## src/rtl/arb_mux.sv

```systemverilog
// N-channel arbitrating multiplexer with one registered output slot.
// Fixed-priority (MODE 0) or round-robin (MODE 1) grant, full throughput, valid/ready on both sides.
module arb_mux #(
  parameter int WIDTH = 32,
  parameter int N     = 4,
  parameter int MODE  = 0,
  localparam int SELW = (N > 1) ? $clog2(N) : 1
) (
  input  logic               clk,
  input  logic               rst,
  input  logic [N*WIDTH-1:0] in_data,
  input  logic [N-1:0]       in_valid,
  output logic [N-1:0]       in_ready,
  output logic [WIDTH-1:0]   out_data,
  output logic [SELW-1:0]    out_sel,
  output logic               out_valid,
  input  logic               out_ready
);

  typedef enum logic [0:0] {
    EMPTY = 1'b0,
    FULL  = 1'b1
  } state_e;

  state_e            state_q, state_d;
  logic [WIDTH-1:0]  data_q, data_d;
  logic [SELW-1:0]   sel_q, sel_d;
  logic [SELW-1:0]   ptr_q, ptr_d;
  logic [SELW-1:0]   gnt_idx_s;
  logic [SELW:0]     idx_sum_s;
  logic [2*N-1:0]    rot_s;
  logic [N-1:0]      grant_s;
  logic [WIDTH-1:0]  gnt_data_s;
  logic              gnt_found_s;
  logic              can_load_s;
  logic              xfer_s;

  // Rotate requests so the search starts at ptr; in MODE 0 ptr stays 0, giving plain lowest-index priority.
  always_comb begin
    rot_s       = {in_valid, in_valid} >> ptr_q;
    gnt_found_s = 1'b0;
    gnt_idx_s   = '0;
    idx_sum_s   = '0;
    for (int k = 0; k < N; k++) begin
      if (!gnt_found_s && rot_s[k]) begin
        gnt_found_s = 1'b1;
        idx_sum_s   = {1'b0, ptr_q} + (SELW+1)'(k);
        if (idx_sum_s >= (SELW+1)'(N)) begin
          idx_sum_s = idx_sum_s - (SELW+1)'(N);
        end else begin
          idx_sum_s = idx_sum_s;
        end
        gnt_idx_s = idx_sum_s[SELW-1:0];
      end else begin
        gnt_found_s = gnt_found_s;
      end
    end
  end

  // One-hot grant, the granted payload, and the gated ready.
  always_comb begin
    grant_s    = '0;
    gnt_data_s = '0;
    for (int i = 0; i < N; i++) begin
      grant_s[i] = gnt_found_s && (gnt_idx_s == SELW'(i));
      if (grant_s[i]) begin
        gnt_data_s = in_data[i*WIDTH +: WIDTH];
      end else begin
        gnt_data_s = gnt_data_s;
      end
    end
    can_load_s = (state_q == EMPTY) || out_ready;
    if (rst) begin
      in_ready = '0;
    end else begin
      in_ready = grant_s & {N{can_load_s}};
    end
    xfer_s = |(in_valid & in_ready);
  end

  // Next-state: slot occupancy, captured payload and round-robin pointer.
  always_comb begin
    state_d = state_q;
    data_d  = data_q;
    sel_d   = sel_q;
    ptr_d   = ptr_q;
    case (state_q)
      EMPTY: begin
        if (xfer_s) state_d = FULL;
        else        state_d = EMPTY;
      end
      FULL: begin
        if (xfer_s)         state_d = FULL;
        else if (out_ready) state_d = EMPTY;
        else                state_d = FULL;
      end
      default: state_d = EMPTY;
    endcase
    if (xfer_s) begin
      data_d = gnt_data_s;
      sel_d  = gnt_idx_s;
    end else begin
      data_d = data_q;
      sel_d  = sel_q;
    end
    if (MODE != 1) begin
      ptr_d = '0;
    end else if (xfer_s) begin
      if (gnt_idx_s == SELW'(N-1)) ptr_d = '0;
      else                         ptr_d = gnt_idx_s + SELW'(1);
    end else begin
      ptr_d = ptr_q;
    end
  end

  // State registers with synchronous reset taking precedence over any transfer.
  always_ff @(posedge clk) begin
    if (rst) begin
      state_q <= EMPTY;
      data_q  <= '0;
      sel_q   <= '0;
      ptr_q   <= '0;
    end else begin
      state_q <= state_d;
      data_q  <= data_d;
      sel_q   <= sel_d;
      ptr_q   <= ptr_d;
    end
  end

  assign out_valid = (state_q == FULL);
  assign out_data  = data_q;
  assign out_sel   = sel_q;

endmodule

```

## config.mk

```make
export PLATFORM = sky130hd
export DESIGN_NAME = arb_mux
export DESIGN_NICKNAME = d
export VERILOG_FILES = /design/src/rtl/arb_mux.sv
export SDC_FILE = /design/constraint.sdc
export NUM_CORES = 1
export LEC_CHECK = 0
export CAP_MARGIN = 20
export CORE_MARGIN = 10
export CORE_UTILIZATION = 38
export CTS_CLUSTER_SIZE = 14
export DETAILED_ROUTE_END_ITERATION = 8
export GPL_TIMING_DRIVEN = 0
export PLACE_DENSITY = 0.95
export SETUP_SLACK_MARGIN = 0.1
export SYNTH_ARGS = -nofsm -noshare
export SYNTH_HDL_FRONTEND = slang
export SYNTH_SLANG_ARGS = --single-unit
export TNS_END_PERCENT = 1
```

## constraint.sdc

```tcl
create_clock -name clk -period 1.96 [get_ports clk]
set_clock_uncertainty 0.05 [all_clocks]
set_input_delay 0.392 -clock clk [delete_from_list [all_inputs] [get_ports clk]]
set_output_delay 0.392 -clock clk [all_outputs]
set_load 0.005 [all_outputs]
```

=== After elaboration in Yosys (flattened, before gate mapping) ===
Cells that the tools add are included.

* Add/subtract/negate cells: 0
* $mul: 0
* Divide/modulo/power cells: 0
* Magnitude comparators: 0
* Equality and inequality tests: 3
* Shift-type cells: 0
* Multiplexer cells: 16
* Bitwise operators: 3
* Reductions and logical operators: 13

{| class="wikitable"
|+ Operator list
! cell !! number
|-
| 32-bit two-way mux || 4
|-
| 4-bit bitwise AND || 2
|-
| 1-bit two-way mux || 8
|-
| 1-bit logical AND || 7
|-
| 2-bit == test (second input constant) || 2
|-
| 2-bit two-way mux || 2
|-
| 4-bit two-way mux || 1
|-
| 4-bit OR reduction || 1
|-
| 1-bit zero test || 3
|-
| 2-bit by 1-bit == test with 1-bit output (second input constant) || 1
|-
| 2-bit zero test || 1
|-
| 1-bit one-hot mux with 2 select lines || 1
|-
| 1-bit logical OR || 1
|-
| 1-bit NOT || 1
|}

* Register bits after elaboration: 35
* Latch bits: 0
* RAM bits: 0
* ROM bits: 0
* Input port bits: 135
* Output and inout bits: 39
* Logic and storage cells: 38
* Memories kept: 0

=== Logic depth before layout (Yosys ltp) ===
Gate-level depths: netlist of the first run.

* Word-level depth: 18
* Gate-level depth with buffers: 6

=== Worst setup path before layout of the first run ===
OpenSTA, ideal clock, no wires.

* Path type: input-to-output
* Start: input in_valid[0]
* End: output in_ready[2]
* Arrival time: 1422 ps
* Required time: 1518 ps
* Setup slack: 96 ps
* Stages on the path: 5
* Cell sequence: buf_2 or2_2 buf_2 buf_2 nor4b_1

* Cells in the longest elaborated chain, start to end: 14
* Elaborated cells between the ends (all ways): 17
* Classes of those cells: 1 x eq/ne; 8 x mux; 1 x bitwise; 7 x reduce/logical

{| class="wikitable"
|+ RTL lines
! item !! line !! RTL
|-
| start: declaration || 12 || <nowiki>input logic [N-1:0] in_valid,</nowiki>
|-
| 1-bit two-way mux * || 45 || <nowiki>if (!gnt_found_s && rot_s[k]) begin</nowiki>
|-
| 1-bit zero test || 45 ||
|-
| 1-bit logical AND || 45 ||
|-
| 1-bit two-way mux || 45 ||
|-
| 1-bit zero test || 45 ||
|-
| 1-bit logical AND || 45 ||
|-
| 1-bit two-way mux || 45 ||
|-
| 1-bit zero test || 45 ||
|-
| 1-bit logical AND || 45 ||
|-
| 2-bit two-way mux || 45 ||
|-
| 2-bit == test || 65 || <nowiki>grant_s[i] = gnt_found_s && (gnt_idx_s == SELW'(i));</nowiki>
|-
| 1-bit logical AND * || 65 ||
|-
| 4-bit bitwise AND * || 76 || <nowiki>in_ready = grant_s & {N{can_load_s}};</nowiki>
|-
| 4-bit two-way mux * || 73 || <nowiki>if (rst) begin</nowiki>
|-
| end: declaration || 13 || <nowiki>output logic [N-1:0] in_ready,</nowiki>
|}

Every way passes the cells marked *; elsewhere a longest branch is shown, timed or not.

=== Final worst setup path of the first run ===
* Start: input in_valid[2]
* End: output in_ready[3]

* Cells in the longest elaborated chain, start to end: 9
* Elaborated cells between the ends (all ways): 11
* Classes of those cells: 1 x eq/ne; 5 x mux; 1 x bitwise; 4 x reduce/logical

{| class="wikitable"
|+ RTL lines
! item !! line
|-
| 1-bit logical AND * || 45
|-
| 1-bit two-way mux || 45
|-
| 1-bit zero test || 45
|-
| 1-bit logical AND || 45
|-
| 2-bit two-way mux || 45
|-
| 2-bit == test || n/a
|-
| 1-bit logical AND * || 65
|-
| 4-bit bitwise AND * || 76
|-
| 4-bit two-way mux * || 73
|}

Marked as above.

==> run summary, run 1 <==
Post-layout min period - 1.92 ns
Part of the Yosys area used for sequential elements - 25.1%
# DRC - 0
Final setup viols - 0
Worst Setup Path Type - in -> out
Post-synthesis cell count - 356
Largest area contributor in the netlist - dfxtp_1
1st-iter DRT viols - 182
Reg2reg end - out_data[8]
Worst hold stages - 2
VDD IR max - 0.225 mV
Routed WL per cell - 20.5 µm
Critical path data arrival time - 1.48 ns
Via count - 3,592
CP required - 1.52 ns
Most frequent cells in the layout - clkdlybuf4s50_1 (163), a21oi_1 (34), dfxtp_1 (34)
Register area - 702 µm²
Hold endpoint - out_valid
Die area - 11,200 µm²
Crit share post-route - 98.0%
Synthesized area per cell - 7.83 µm²
Clock share of power - 26.7%
Vias in the first global route - 3,838
Mapped cell area - 2790 µm²
Post-synthesis mux area share - 0%
Leakage power total - 0.00168 µW
Worst Hold Class - in -> reg
Antenna diodes - 0
Synth Area in Compound Gates - 34.9%
Pwr per Cell Area - 470 nW/µm²
Final-layout fill cell count - 593
Antenna violations before repair - 1
Crit. End Element - primary output
CTS tree - yes
Clock Path Buffers - 2
Footprint of the multi-input gates - 1900 µm²
Synth area leaders - dfxtp_1 (25%), o31a_1 (10%), or3b_2 (10%)
Detailed-placement wirelength estimate - 10,000 µm
Worst Setup Start Kind - input pin
Final WS setup - 0.0391 ns
Worst-path clk slew - 0.07 ns
Share of the synthesized area in the top cell type - 25.1%
Syn nets - 491
Max-cap violations - 0
First-pass iteration count of the detailed router - 4
Synth warn - 0
Hold Fails Final Rpt - 0
Post-CTS Hold Fix Bufs - 0
Seq pwr share - 35.9%
Initial Utilization - 38.9%
Yosys cell types - 29
Reg2reg path depth - 6
Switch share - 28.4%
Unrepaired setup endpoints after global routing - true
Total grt overflow - 0
CTS Root Cell - clkbuf_8
Relative max-transition margin - 60.0%
Total CTS buffers - 5
Layout cells sized above 1 - 13.9%
Area growth, synth to finish - 71.4%
Worst Path Max Fanout - 10
Largest family of logic cells by synthesized area - compound AO/OA/AOI/OAI gates
Post-DRT Antenna Nets - 0
Worst-skew pair later-pin latency - 0.29 ns
Number of H-tree levels - 2
Synth Area in XOR/XNOR - 0%
Width of the chip - 106 µm
Worst-margin pin slew - 0.600 ns
I/O Pins - 174
Gpl congestion - 0.803
Power Total - 2250 µW
GRT Total Usage - 21.9%
Most common cell after layout, fill and taps aside - clkdlybuf4s50_1
Post-Synth Adder-Cell Area - 0%
Reg-to-reg setup timing slack - 0.23 ns
Status - finished clean
Vias per cell - 5.67
Placement Setup Slack - -0.991 ns
Post-synthesis register bit count - 35
Routed WL - 13,000 µm
Clock Sinks - 35
Max Fclk - 521 MHz
FP Rows - 31
Die H - 106 µm
Largest net degree at the start of global routing - 18
First-pass GRT wire length - 20,100 µm
Post-Route Utilization - 66.6%
Synth Area in Simple Gates - 32.3%
Port Buffers - 169
Total core area - 7180 µm²
Hold Startpoint - rst
Max-slew violation count - 0
Logic gate share of total power - 37.4%
Nets - 668
Int Pwr - 1610 µW
Worst R2R Start - out_valid
Switching pwr - 638 µW
==> state kept, by name (all words and copies together) (netlist names) <==
| signal | cells |
|---|---|
| out_data | 32 |
| out_sel | 2 |
| out_valid | 1 |
==> per-stage QoR <==
| stage | instance area (µm²) | setup TNS [ns] | hold WS [ns] | instances |
|---|---|---|---|---|
| after floorplan | 2800 | 0 | 0.410 | 356 |
| after global placement | 4610 | -15.47 | 0.402 | 624 |
| after detailed placement | 4610 | -16.88 | 0.416 | 624 |
| after CTS | 4770 | 0 | 0.351 | 633 |
| after global routing | 4780 | 0 | 0.399 | 633 |
| final | 4780 | 0 | 0.365 | 633 |
==> cell usage after synthesis <==
cell,n
a2111o_1,1
o31a_1,32
o31ai_2,2
buf_4,1
nand2_1,32
nor3_1,1
buf_1,4
nand2b_1,26
or2_2,2
a211oi_1,1
inv_1,1
nor2b_1,33
nor4_1,2
or3b_2,32
or2b_1,8
o211ai_1,32
nor4_4,1
clkbuf_2,1
buf_2,7
o31ai_1,31
clkbuf_1,29
and3_1,1
or3_1,1
buf_6,3
dfxtp_1,35
nor4b_1,1
a21oi_1,34
a31oi_1,1
clkinv_1,1
==> worst max-delay path: stages <==
cell and delay [ns]:
clkdlybuf4s15_2 0.26, buf_4 0.20, nand2b_1 0.18, nor4_2 0.27
buf_2 0.17
==> power by group through the flow <==
stage | combinational (µW) | sequential (µW) | clock, µW
CTS | 836 | 806 | 601
global route | 898 | 813 | 615
finish | 840 | 806 | 601
detailed placement | 817 | 821 | 0
global placement | 797 | 817 | 0
floorplan | 321 | 823 | 0
==> worst max path at each step <==
stage | depth (start not counted) | startpoint | slack, ns | endpoint
floorplan | 5 | in_valid[0] | 0.11 | in_ready[3]
global placement | 5 | in_valid[2] | -0.99 | in_ready[2]
detailed placement | 5 | in_valid[2] | -0.99 | in_ready[2]
CTS | 5 | in_valid[2] | 0.05 | in_ready[2]
global route | 5 | in_valid[2] | 0.004 | in_ready[2]
finish | 5 | in_valid[2] | 0.04 | in_ready[3]
==> layout make-up <==
class                      instances  share of cell area (%)
multi-input combinational        274                    39.8
timing repair buffer             171                    35.4
sequential                        35                    14.7
buffer                            44                    5.29
tap                               99                    2.59
clock buffer                       8                    2.09
inverter                           2                   0.183
==> logic make-up (layout without fill, tap and decap cells) <==
group                  count (synthesis)  after routing
and+or+nand+nor                      140            140
AOI/OAI and AO/OA                    134            134
buffers and inverters                 47            225
DFF                                   35             35
==> routing by layer <==
metal | global-route usage (%) | share of wire, % | vias up
li1 | - | - | 1664
met4 | 7.45 | 2.9 | 2
met5 | 0 | 0.10 | -
met2 | 38.6 | 50 | 172
met3 | 7.25 | 8.4 | 32
met1 | 24.2 | 39 | 1722
==> repair_timing <==
item / in CTS / in global routing
setup endpoints to repair: 35 / 24
pin swaps: 1 / 0
hold endpoints to repair: 0 / 0
setup buffers: 2 / 0
gates resized for setup: 41 / 5
(Power assumes the default switching activity.)
==> inputs of run 2 (changes only) <==
--- a/config.mk
+++ b/config.mk
@@ -5,9 +5,10 @@
 export SDC_FILE = /design/constraint.sdc
 export NUM_CORES = 1
 export LEC_CHECK = 0
+export ABC_AREA = 0
 export CAP_MARGIN = 20
 export CORE_MARGIN = 10
-export CORE_UTILIZATION = 38
+export CORE_UTILIZATION = 41
 export CTS_CLUSTER_SIZE = 14
 export DETAILED_ROUTE_END_ITERATION = 8
 export GPL_TIMING_DRIVEN = 0
==> constraint.sdc (replaced) <==
create_clock -name clk -period 2.4 [get_ports clk]
set_clock_uncertainty 0.05 [all_clocks]
set_input_delay 0.48 -clock clk [delete_from_list [all_inputs] [get_ports clk]]
set_output_delay 0.48 -clock clk [all_outputs]
set_load 0.005 [all_outputs]
==> run summary, run 2 (synthesis gave the netlist of run 1 again) <==
Largest register FFs - 32 (unchanged)
Die H - 102 µm (was 106 µm)
Critical path data arrival time - 1.80 ns (was 1.48 ns)
Total CTS buffers - 5 (unchanged)
1st-iter DRT viols - 113 (was 182)
First-pass iteration count of the detailed router - 4 (unchanged)
CP required - 1.87 ns (was 1.52 ns)
Hold_ws - 0.430 ns (was 0.365 ns)
Port Buffers - 169 (unchanged)
Routed WL - 12,300 µm (was 13,000 µm)
CTS Root Cell - clkbuf_8 (unchanged)
Post-CTS Hold Fix Bufs - 0 (unchanged)
Antenna diodes - 0 (unchanged)
Leakage power total - 0.00165 µW (was 0.00168 µW)
Final-layout fill cell count - 506 (was 593)
Die area - 10,500 µm² (was 11,200 µm²)
Unrepaired setup endpoints after global routing - true (unchanged)
Status - finished clean (unchanged)
Max-cap violations - 0 (unchanged)
Worst Setup Start Kind - input pin (unchanged)
Largest net degree at the start of global routing - 20 (was 18)
VDD IR max - 0.286 mV (was 0.225 mV)
Area growth, synth to finish - 68.4% (was 71.4%)
# DRC - 0 (unchanged)
Clock Sinks - 35 (unchanged)
Hold Fails Final Rpt - 0 (unchanged)
Antenna violations before repair - 0 (was 1)
First-pass GRT wire length - 18,800 µm (was 20,100 µm)
Crit. End Element - primary output (unchanged)
Max Fclk - 429 MHz
Total grt overflow - 0 (unchanged)
Detailed-placement wirelength estimate - 9770 µm (was 10,000 µm)
Total core area - 6490 µm² (was 7180 µm²)
Number of H-tree levels - 2 (unchanged)
Crit share post-route - 97.2%
Initial Utilization - 42.9% (was 38.9%)
Max-slew violation count - 0 (unchanged)
Worst Setup Path Type - in -> out (unchanged)
Via count - 3,469 (was 3,592)
FP Rows - 29 (was 31)
Placement Setup Slack - -0.846 ns (was -0.991 ns)
GRT Total Usage - 22.4% (was 21.9%)
Clock Path Buffers - 2 (unchanged)
Final setup viols - 0 (unchanged)
CTS tree - yes (unchanged)
Width of the chip - 102 µm (was 106 µm)
Relative max-transition margin - 59.1% (was 60.0%)
Setup TNS - 0 ns (unchanged)
Post-DRT Antenna Nets - 0 (unchanged)
Vias in the first global route - 3,698 (was 3,838)
I/O Pins - 174 (unchanged)
Worst-margin pin slew - 0.608 ns (was 0.600 ns)
Final WS setup - 0.0665 ns (was 0.0391 ns)
Vias per cell - 5.70 (was 5.67)
Worst Hold Class - reg -> reg (was in -> reg)
Layout cells sized above 1 - 12.8% (was 13.9%)
Power Total - 1750 µW (was 2250 µW)
Worst-skew pair later-pin latency - 0.29 ns (about the same)
Most frequent cells in the layout - clkdlybuf4s50_1 (165), dfxtp_1 (35), a21oi_1 (34) (was clkdlybuf4s50_1 (163), a21oi_1 (34), dfxtp_1 (34))
Most common cell after layout, fill and taps aside - clkdlybuf4s50_1 (unchanged)
Worst Path Max Fanout - 4 (was 10)
Worst-path clk slew - 0.08 ns (was 0.07 ns)
Post-layout min period - 2.33 ns
Pwr per Cell Area - 373 nW/µm² (was 470 nW/µm²)
Nets - 666 (was 668)
Gpl congestion - 0.854 (was 0.803)
Routed WL per cell - 20.2 µm (was 20.5 µm)
## run 2: cell types whose count changed in the layout (fill, tap and decap cells not counted), moves of 2 or more
cell | before | now
buf_8 | 2 | 0
clkdlybuf4s50_1 | 163 | 165
dlygate4sd2_1 | 2 | 0
buf_4 | 6 | 1
clkbuf_8 | 8 | 6
buf_2 | 6 | 9
clkinv_2 | 1 | 3
## run 2: through the flow
step | std cells | utilization (%) | area, µm²
2_1_floorplan | 356 | - | 2790
3_3_place_gp | 602 | 70.5 | 4580
3_5_place_dp | 602 | 70.5 | 4580
4_1_cts | 609 | 72.1 | 4680
5_1_grt | 609 | 72.3 | 4700
6_report | 609 | 72.3 | 4700
## run 2: cell type report
class,instances,area (µm²),share of cell area (%)
repair buffers,169,1680,35.7
well taps,77,96.3,2.05
clock buffers,5,68.8,1.47
flip-flops and latches,35,701,14.9
clock inverters,3,15.0,0.320
plain buffers,44,224,4.77
inverters,2,7.51,0.160
multi-input cells,274,1910,40.6
## run 2: final timing paths
check                           startpoint          end  slack, ns  cells past startpoint
worst max-delay path             out_ready  in_ready[0]       0.07                      4
worst min-delay path            out_sel[0]   out_sel[0]       0.43                      2
worst max register to register   out_valid  out_data[9]       0.77                      5
worst min register to register  out_sel[0]   out_sel[0]       0.43                      2
## run 2: power by group
group / total (µW) / switching [µW] / leakage [µW] / internal [µW]
Clock: 422 / 223 / 0.0000477 / 199
Combinational: 671 / 256 / 0.00131 / 414
Sequential: 659 / 28.5 / 0.000290 / 631
Total: 1750 / 508 / 0.00165 / 1240
## run 2: what timing repair did
action                     4_1_cts  5_1_grt
pin swaps                        0        0
buffers inserted                 0        0
hold endpoints to repair         0        0
setup endpoints to repair        4        4
gates resized for setup         22        5
## run 2: worst max-delay path: stages
cell and delay [ns]:
clkdlybuf4s50_1 0.50, nand2b_4 0.15, and3_1 0.16, clkdlybuf4s50_1 0.52
## run 2: routing by layer
metal	GRT usage, %	share of wire (%)	vias up
met5	0	0	-
met2	38.8	50	174
li1	-	-	1657
met1	24.8	37	1606
met4	9.76	3.3	0
met3	6.55	10	32
==> inputs of run 3 (changes only) <==
--- a/config.mk
+++ b/config.mk
@@ -5,10 +5,11 @@
 export SDC_FILE = /design/constraint.sdc
 export NUM_CORES = 1
 export LEC_CHECK = 0
-export ABC_AREA = 0
+export ABC_AREA = 1
 export CAP_MARGIN = 20
 export CORE_MARGIN = 10
-export CORE_UTILIZATION = 41
+export CORE_UTILIZATION = 38
+export CTS_CLUSTER_DIAMETER = 30
 export CTS_CLUSTER_SIZE = 14
 export DETAILED_ROUTE_END_ITERATION = 8
 export GPL_TIMING_DRIVEN = 0
==> run summary, run 3 <==
Status - finished clean (unchanged)
Nets - 719 (was 666)
Worst Setup Path Type - in -> out (unchanged)
Die H - 99.4 µm (was 102 µm)
Crit path top cell by count - inv_1 (was clkdlybuf4s50_1)
Pwr per Cell Area - 401 nW/µm² (was 373 nW/µm²)
Die area - 9870 µm² (was 10,500 µm²)
Gpl congestion - 0.873 (was 0.854)
Synth Area in XOR/XNOR - 0% (unchanged)
Critical path data arrival time - 1.74 ns (was 1.80 ns)
FP Rows - 28 (was 29)
Port Buffers - 171 (was 169)
Synth Area in Simple Gates - 55.4% (was 32.3%)
CTS tree - yes (unchanged)
Final-layout fill cell count - 512 (was 506)
Slowest stage delay, CP - 0.45 ns (was 0.52 ns)
Max Fclk - 441 MHz (was 429 MHz)
Worst Hold Class - reg -> reg (unchanged)
Clock Sinks - 35 (unchanged)
Via count - 3,312 (was 3,469)
Max-cap violations - 0 (unchanged)
Post-layout min period - 2.27 ns (was 2.33 ns)
Layout cells sized above 1 - 7.52% (was 12.8%)
Placement Setup Slack - -0.372 ns (was -0.846 ns)
Antenna violations before repair - 0 (unchanged)
Post-Route Utilization - 71.5% (was 72.3%)
Synthesized area per cell - 5.91 µm² (was 7.83 µm²)
Cells after DPL - 651 (was 602)
Register area - 701 µm² (unchanged)
Worst-margin pin slew - 0.497 ns (was 0.608 ns)
Largest register FFs - 32 (unchanged)
Largest net degree at the start of global routing - 12 (was 20)
Part of the Yosys area used for sequential elements - 29.3% (was 25.1%)
Hold endpoint - out_sel[0] (unchanged)
Total grt overflow - 0 (unchanged)
Syn nets - 540 (was 491)
Crit. End Element - primary output (unchanged)
Most common cell after layout, fill and taps aside - clkdlybuf4s50_1 (unchanged)
Synth top cells by count - nand2_1 (100), nor2_1 (97), nand3_1 (77), dfxtp_1 (35), nand3b_1 (19) (was dfxtp_1 (35), a21oi_1 (34), nor2b_1 (33))
Worst R2R Start - out_valid (unchanged)
Top-count cell post-synth - nand2_1 (was dfxtp_1)
Reg2reg end - out_data[11] (was out_data[9])
Number of H-tree levels - 2 (unchanged)
Total CTS buffers - 5 (unchanged)
Final WS setup - 0.132 ns (was 0.0665 ns)
Detailed-placement wirelength estimate - 8930 µm (was 9770 µm)
Top FF cell, synth - dfxtp_1 (unchanged)
First-pass GRT wire length - 16,800 µm (was 18,800 µm)
Max-slew violation count - 0 (unchanged)
Clock Path Buffers - 2 (unchanged)
Hold Startpoint - out_sel[0] (unchanged)
Unrepaired setup endpoints after global routing - true (unchanged)
Synth Area in Compound Gates - 4.81% (was 34.9%)
Routed WL - 10,800 µm (was 12,300 µm)
Post-synthesis cell count - 405 (was 356)
Slowest library cell on the worst path - clkdlybuf4s50_1 (unchanged)
Worst path top cell family by delay - buffers and inverters (unchanged)
Post-CTS Hold Fix Bufs - 0 (unchanged)
Largest family of logic cells by synthesized area - simple AND/OR/NAND/NOR gates (was compound AO/OA/AOI/OAI gates)
Yosys cell types - 20 (was 29)
CP cell instances - clkdlybuf4s50_1 -> inv_1 -> a21oi_2 -> inv_1 -> nor2_2 -> dlygate4sd2_1 (was clkdlybuf4s50_1 -> nand2b_4 -> and3_1 -> clkdlybuf4s50_1)
Width of the chip - 99.4 µm (was 102 µm)
VDD IR max - 0.228 mV (was 0.286 mV)
CTS Root Cell - clkbuf_8 (unchanged)
Most frequent cells in the layout - clkdlybuf4s50_1 (165), nand2_1 (100), nor2_1 (94), nand3_1 (77), dfxtp_1 (35) (was clkdlybuf4s50_1 (165), dfxtp_1 (35), a21oi_1 (34))
Post-route insts no fill - 660 (was 609)
Power Total - 1730 µW (was 1750 µW)
Setup TNS - 0 ns (unchanged)
Post-synthesis register bit count - 35 (unchanged)
Synth warn - 0 (unchanged)
Hold Fails Final Rpt - 0 (unchanged)
Initial Utilization - 39.7% (was 42.9%)
Final setup viols - 0 (unchanged)
Async S/R FF share, synth - 0% (unchanged)
Antenna diodes - 0 (unchanged)
I/O Pins - 174 (unchanged)
Number of synthesized flops with an enable pin - 0 (unchanged)
Synth area leaders - dfxtp_1 (29%), nand3_1 (16%), nand2_1 (16%) (was dfxtp_1 (25%), o31a_1 (10%), or3b_2 (10%))
CP required - 1.87 ns (about the same)
Worst Path Buf+Inv - 4 (was 2)
Reg2reg path depth - 7 (was 5)
1st-iter DRT viols - 128 (was 113)
Leakage power total - 0.00191 µW (was 0.00165 µW)
Area growth, synth to finish - 80.1% (was 68.4%)
Worst Path Max Fanout - 4 (unchanged)
Relative max-transition margin - 66.9% (was 59.1%)
Post-DRT Antenna Nets - 0 (unchanged)
Largest area contributor in the netlist - dfxtp_1 (unchanged)
Worst-path clk slew - 0.07 ns (was 0.08 ns)
Post-synthesis mux area share - 0% (unchanged)
Routed WL per cell - 16.3 µm (was 20.2 µm)
First-pass iteration count of the detailed router - 5 (was 4)
Worst Setup Start Kind - input pin (unchanged)
Total core area - 6030 µm² (was 6490 µm²)
Vias in the first global route - 3,413 (was 3,698)
Share of the synthesized area in the top cell type - 29.3% (was 25.1%)
Mapped cell area - 2390 µm² (was 2790 µm²)
GRT Total Usage - 20.7% (was 22.4%)
Post-Synth Adder-Cell Area - 0% (unchanged)
Footprint of the multi-input gates - 1460 µm² (was 1910 µm²)
Crit share post-route - 94.5% (was 97.2%)
Vias per cell - 5.02 (was 5.70)
Reg-to-reg setup timing slack - 1.02 ns (was 0.77 ns)
Worst hold stages - 2 (unchanged)
Worst-skew pair later-pin latency - 0.28 ns (was 0.29 ns)
# DRC - 0 (unchanged)
run 3: changes by cell type in the layout (fill, tap and decap cells not counted), moves of 32 or more:
| cell | change |
|---|---|
| nor2_1 | +94 |
| o31a_1 | -32 |
| o211ai_1 | -32 |
| or3b_2 | -32 |
| nand2_1 | +68 |
| nand3_1 | +77 |
| nor2b_1 | -32 |
run 3: how the worst max path moves through the flow:
| stage | start | endpoint | slack (ns) | depth (start not counted) |
|---|---|---|---|---|
| final | out_ready | in_ready[3] | 0.13 | 6 |
| after global routing | out_ready | in_ready[3] | 0.08 | 6 |
| after CTS | in_valid[3] | in_ready[3] | 0.16 | 6 |
| after detailed placement | in_valid[2] | in_ready[3] | -0.37 | 5 |
| after global placement | in_valid[2] | in_ready[3] | -0.33 | 5 |
| after floorplan | in_valid[1] | in_ready[2] | 0.73 | 5 |
run 3: logic make-up after synthesis:
kind of cell,after synthesis
and+or+nand+nor,298
buffers and inverters,49
DFF,35
AOI/OAI and AO/OA,23
run 3: layer usage:
layer | vias to the layer above | GRT usage, % | share of wire [%]
li1 | 1650 | - | -
met1 | 1462 | 21.9 | 38
met2 | 176 | 35.9 | 48
met3 | 24 | 8.79 | 11
met4 | 0 | 7.72 | 2.9
met5 | - | 0 | 0
run 3: what timing repair did:
item / CTS / global route
setup buffers: 1 / 0
setup endpoints to repair: 4 / 2
hold endpoints to repair: 0 / 0
gates resized for setup: 10 / 1
run 3: final cells by class:
class	count	area share [%]
buffer	28	3.92
clock buffer	7	2.00
clock inverter	1	0.203
inverter	21	1.92
multi-input combinational	321	33.8
sequential	35	16.3
tap	75	2.18
timing repair buffer	172	39.7
run 3: through the flow:
stage	hold WS [ns]	instance area, µm²
after detailed placement	0.410	4200
after global placement	0.403	4200
after CTS	0.423	4310
final	0.423	4310
after global routing	0.454	4310
after floorplan	0.404	2390
run 3: worst register-to-register path, cell delays in order (launching register included):
cell     delay [ns]
dfxtp_1        0.35
a21oi_2        0.19
buf_4          0.14
nand2_4        0.06
inv_4          0.12
buf_2          0.24
nor2_1         0.06
nor2_1         0.10
run 3: power breakdown:
group          internal [µW]  switching, µW
clock                    235            211
combinational            376            253
sequential               629           25.5
total                   1240            490
